$ cat config.mk
export PLATFORM = sky130hd
export DESIGN_NAME = reaction_timer
export DESIGN_NICKNAME = d
export VERILOG_FILES = /design/src/rtl/reaction_timer.sv
export SDC_FILE = /design/constraint.sdc
export NUM_CORES = 1
export LEC_CHECK = 0
export BUFFER_PORTS_ARGS = -buffer_cell sky130_fd_sc_hd__buf_2
export CORE_MARGIN = 3
export CORE_UTILIZATION = 60
export DETAILED_ROUTE_END_ITERATION = 8
export GPL_TIMING_DRIVEN = 0
export PLACE_DENSITY = 0.83
export SLEW_MARGIN = 20
export SYNTH_ARGS = -nofsm -noshare
export SYNTH_HDL_FRONTEND = slang
export SYNTH_SLANG_ARGS = --single-unit
$ cat constraint.sdc
create_clock -name clk -period 3.8 [get_ports clk]
set_input_delay 0 -clock clk [delete_from_list [all_inputs] [get_ports clk]]
set_output_delay 0 -clock clk [all_outputs]
set_load 0.05 [all_outputs]
$ cat src/rtl/reaction_timer.sv
// reaction_timer: times the driver's reaction from lights-out to button press in tick units
module reaction_timer #(
    parameter int D_WIDTH = 8,
    parameter int T_WIDTH = 16,
    parameter int MAX_MS  = 9999
) (
    input  logic               clk,
    input  logic               rst,
    input  logic               tick,
    input  logic [D_WIDTH-1:0] lights,
    input  logic               btn,
    output logic [T_WIDTH-1:0] time_ms,
    output logic               valid,
    output logic               foul,
    output logic               timeout,
    output logic               busy
);
    typedef enum logic [2:0] {IDLE, ARMED, TIMING, DONE, FOUL, TIMEOUT} state_t;

    state_t             state_q, state_d;
    logic [T_WIDTH-1:0] cnt_q, cnt_d, time_q, time_d;
    logic               full_q, full_d, valid_q, valid_d, foul_q, foul_d;
    logic               to_q, to_d, busy_q, busy_d;
    logic               btn_s1_q, btn_s2_q, btn_s3_q;
    logic               btn_s1_d, btn_s2_d, btn_s3_d;
    logic               press;
    logic               lit, all_lit;

    assign lit     = lights != '0;
    assign all_lit = lights == '1;
    assign press   = btn_s2_q & ~btn_s3_q;

    // Two-flop synchroniser plus a delay stage for rising-edge detection
    always_comb begin
        btn_s1_d = btn;
        btn_s2_d = btn_s1_q;
        btn_s3_d = btn_s2_q;
    end

    // Next-state and registered-output logic; results are held until a new sequence lights up
    always_comb begin
        state_d = state_q;
        cnt_d   = cnt_q;
        full_d  = full_q;
        time_d  = time_q;
        valid_d = valid_q;
        foul_d  = foul_q;
        to_d    = to_q;
        case (state_q)
            IDLE: begin
                if (lit) begin
                    state_d = ARMED;
                    full_d  = 1'b0;
                end
            end
            ARMED: begin
                if (press) begin
                    state_d = FOUL;
                    foul_d  = 1'b1;
                end else if (all_lit) begin
                    full_d = 1'b1;
                end else if (!lit) begin
                    state_d = full_q ? TIMING : IDLE;
                    cnt_d   = '0;
                end
            end
            TIMING: begin
                if (press) begin
                    state_d = DONE;
                    time_d  = cnt_q;
                    valid_d = 1'b1;
                end else if (lit) begin
                    state_d = ARMED;
                    cnt_d   = '0;
                    full_d  = 1'b0;
                end else if (tick) begin
                    if (cnt_q == T_WIDTH'(MAX_MS - 1)) begin
                        state_d = TIMEOUT;
                        cnt_d   = T_WIDTH'(MAX_MS);
                        time_d  = T_WIDTH'(MAX_MS);
                        to_d    = 1'b1;
                    end else begin
                        cnt_d = cnt_q + 1'b1;
                    end
                end
            end
            default: begin
                if (lit) begin
                    state_d = ARMED;
                    time_d  = '0;
                    valid_d = 1'b0;
                    foul_d  = 1'b0;
                    to_d    = 1'b0;
                    full_d  = 1'b0;
                end
            end
        endcase
        busy_d = (state_d == ARMED) || (state_d == TIMING);
    end

    // State, counter, synchroniser and output registers
    always_ff @(posedge clk or posedge rst) begin
        if (rst) begin
            state_q  <= IDLE;
            cnt_q    <= '0;
            full_q   <= 1'b0;
            time_q   <= '0;
            valid_q  <= 1'b0;
            foul_q   <= 1'b0;
            to_q     <= 1'b0;
            busy_q   <= 1'b0;
            btn_s1_q <= 1'b0;
            btn_s2_q <= 1'b0;
            btn_s3_q <= 1'b0;
        end else begin
            state_q  <= state_d;
            cnt_q    <= cnt_d;
            full_q   <= full_d;
            time_q   <= time_d;
            valid_q  <= valid_d;
            foul_q   <= foul_d;
            to_q     <= to_d;
            busy_q   <= busy_d;
            btn_s1_q <= btn_s1_d;
            btn_s2_q <= btn_s2_d;
            btn_s3_q <= btn_s3_d;
        end
    end

    assign time_ms = time_q;
    assign valid   = valid_q;
    assign foul    = foul_q;
    assign timeout = to_q;
    assign busy    = busy_q;
endmodule

==> metrics.log <==
INFO  metric number_of_enable_type_register_cells_in_the_synthesized_netlist = 0
INFO  metric timing_worst_slew_pin_value = 0.9688 ns
INFO  metric diodes = 0
INFO  metric worstPathArrival = 2.56 ns
INFO  metric critPathLaunch = cnt_q[12]
INFO  metric grt_pass1_wl = 8935 um
INFO  metric p_leak = 1.139 nW
INFO  metric io-pin-count = 32
INFO  metric worstHoldEndpoint = state_q[1]
INFO  metric regToRegEndpoint = time_ms[15]
INFO  metric yosysSeqAreaShare = 49.17%
INFO  metric number_of_h_tree_levels = 2
INFO  metric register_area = 1076 um^2
INFO  metric synth_largest_type_area_fraction = 49.17%
INFO  metric min-delay-start = tick
INFO  metric place.port_buffers = 31
INFO  metric timing.critical_path.to_type = flip-flop
INFO  metric power.density_cell_area = 347.6 nW/um^2
INFO  metric power_frac_comb = 7.4%
INFO  metric layout.cells.non_filler = 318
INFO  metric hold_class = input pin to flip-flop
INFO  metric setup_viol = 0
INFO  metric synth_top_flop_cell = dfrtp_1
INFO  metric mapped_nets = 244
INFO  metric core_area = 3416 um^2
INFO  metric finalWirelength = 5141 um
INFO  metric worst_r2r_startpoint = cnt_q[12]
INFO  metric timing.clock.skew = 0.009576 ns
INFO  metric post_drt_via_cell_ratio = 6.164
INFO  metric multi_input_combinational_cell_area = 1006 um^2
INFO  metric initial_utilization = 64.07%
INFO  metric synth_cell_types = 45
INFO  metric pin_count_of_the_biggest_net_entering_global_routing = 24
INFO  metric vias_in_the_first_global_route = 1,877
INFO  metric netSwitchingPower = 0.1979 mW
INFO  metric tritoncts_num_sinks = 43
INFO  metric first_drt_iteration_drcs = 230
INFO  metric grt_antenna_before_repair = 0
INFO  metric residual_drc = 0
INFO  metric ctsResizeCount = 0
INFO  metric floorplan.die_area = 4408 um^2
INFO  metric globalRouteOverflowTotal = 0
INFO  metric seq_power_share = 52.7%
INFO  metric switching_power_share_of_the_total = 22.33%
INFO  metric finalNetCount = 285
INFO  metric critical_path_maximum_fanout = 10
INFO  metric std_cell_rows = 21
INFO  metric period_needed = 2.324 ns
INFO  metric worstSetupStartpointType = flip-flop
INFO  metric place.detailed.hpwl = 3705 um
INFO  metric hold_viol_final = 0
INFO  metric clock_power_share = 39.9%
INFO  metric synthDominantAreaCellType = dfrtp_1
INFO  metric layout-area-overhead-vs-synth = 16.52%
INFO  metric synthArstFlopShare = 100.0%
INFO  metric path_class = flip-flop to flip-flop
INFO  metric final_cycle_share = 61.15%
INFO  metric rr_worst_depth = 7
INFO  metric num-fill-cells = 260
INFO  metric die_width = 66.39 um
INFO  metric synth_top_cells_by_area = dfrtp_1 (49%), o21ai_0 (5.0%), nand2_1 (4.6%)
INFO  metric die_height = 66.39 um
INFO  metric clock_insertion_delay_worst_skew = 0.35 ns
INFO  metric firstDrtPassIters = 5
INFO  metric synth_area_per_cell = 9.515 um^2
INFO  metric cp_data_required_time = 4.04 ns
INFO  metric finalMaxSlewViolations = 0
INFO  metric synth.yosys.warnings = 0
INFO  metric ir_worst_vdd = 0.2166 mV
INFO  metric outcome = complete, no violations
INFO  metric worst_slew_margin_rel = 35.02%
INFO  metric cts_tree = yes
INFO  metric maxClockFrequency = 0.4304 GHz
INFO  metric cts_hold_buf = 2
INFO  metric num_vias = 1,960
INFO  metric grt_setup_unrepaired = no
INFO  metric track_usage = 26.68%
INFO  metric cts_root_buffer = clkbuf_4
INFO  metric whs_path_depth = 4
INFO  metric dp.cells = 308
INFO  metric yosys_register_bits = 43
INFO  metric mostFrequentLayoutCell = dfrtp_1
INFO  metric holdWs = 0.03601 ns
INFO  metric netlist_instances = 230
INFO  metric final_wtd_congestion = 0.9143
INFO  metric regToRegSetupSlack = 1.48 ns
INFO  metric avgRoutedWirePerCell = 16.17 um
INFO  metric final_layout_size_suffix_gt1_share = 19.12%
INFO  metric maxCapViolCount = 0
INFO  metric clock_path_buffers = 2
INFO  metric clk_pin_slew_worst_paths = 0.12 ns
INFO  metric power_report.internal_total = 0.6884 mW
INFO  metric netlist_area = 2188 um^2
INFO  metric layout_common_cells = dfrtp_1 (43), buf_2 (34), nand2_1 (27)
INFO  metric fin_tns_setup = 0 ns
INFO  metric numCtsBuffers = 5
INFO  metric post-cts-setup-buffers = 0
INFO  metric route.antenna.remaining_nets = 0
[worst max path at each step]
stage	to	slack, ns	depth (start not counted)
detailed placement	time_ms[15]	1.53	7
global route	cnt_q[6]	1.16	6
global placement	time_ms[15]	1.55	7
finish	time_ms[15]	1.48	7
CTS	time_ms[15]	1.49	8
floorplan	time_ms[15]	1.73	7
[metrics by stage]
step           power, mW  setup WS (ns)  instance area, um^2  utilization (%)
2_1_floorplan     0.5137          1.734                 2188                -
3_3_place_gp      0.5342          1.554                 2401            70.29
3_5_place_dp      0.5397          1.531                 2429            71.10
4_1_cts           0.8897          1.489                 2550            74.65
5_1_grt           0.9185          1.159                 2550            74.65
6_report          0.8863          1.476                 2550            74.65
[synth_stat cells, types with 6 or more instances]
cell type and n:
nand4_1 7, a21oi_1 10, o21ai_0 22, a31oi_1 6, clkbuf_1 9, o21ai_1 8, nor2_1 14, nand2_1 27
dfrtp_1 43, nand3_1 9, inv_1 8, o31ai_1 6, a22o_1 7
[state kept, by name (all words and copies together) (netlist names)]
register,count
full_q,1
foul,1
timeout,1
btn_s3_q,1
busy,1
state_q,3
valid,1
time_ms,16
btn_s1_q,1
cnt_q,16
btn_s2_q,1
[area by class of cell]
class	count	area share, %
timing repair buffer	34	7.949
clock inverter	2	2.355
inverter	8	1.178
tap	46	2.257
multi-input combinational	164	39.45
clock buffer	6	1.619
buffer	15	2.993
sequential	43	42.20
[layer usage]
metal | global-route usage, % | part of all wire, % | vias up
met4 | 9.391 | 2.3 | 0
met3 | 4.592 | 4.8 | 16
met5 | 0 | 0 | -
met2 | 44.11 | 49 | 67
met1 | 35.09 | 44 | 944
li1 | - | - | 933
[cell families (layout without fill, tap and decap cells)]
logic type                 after synthesis  in the layout  synth area share, %
muxes                                    1              1               0.4574
and+or+nand+nor                         80             80                19.78
DFF                                     43             43                49.17
adders and majority gates                2              2                1.143
xor gates and xnor gates                 1              1               0.4003
AOI/OAI and AO/OA                       80             80                24.19
buffers and inverters                   23             65                4.859
[power groups by stage]
stage / Sequential [mW] / Combinational, mW / Clock [mW]
floorplan: 0.485 / 0.0284 / 0
CTS: 0.467 / 0.0661 / 0.357
detailed placement: 0.476 / 0.0641 / 0
finish: 0.467 / 0.0659 / 0.354
global route: 0.467 / 0.0720 / 0.379
global placement: 0.475 / 0.0590 / 0
[worst max-delay path, cell delays in order (launching register included)]
cell and delay (ns):
dfrtp_1 0.46, or4_4 0.57, nor2_4 0.20, nand4_1 0.12
a311o_1 0.48, buf_2 0.23, nand2_1 0.08, o21ai_0 0.08
Power figures use the tool's default switching activity.
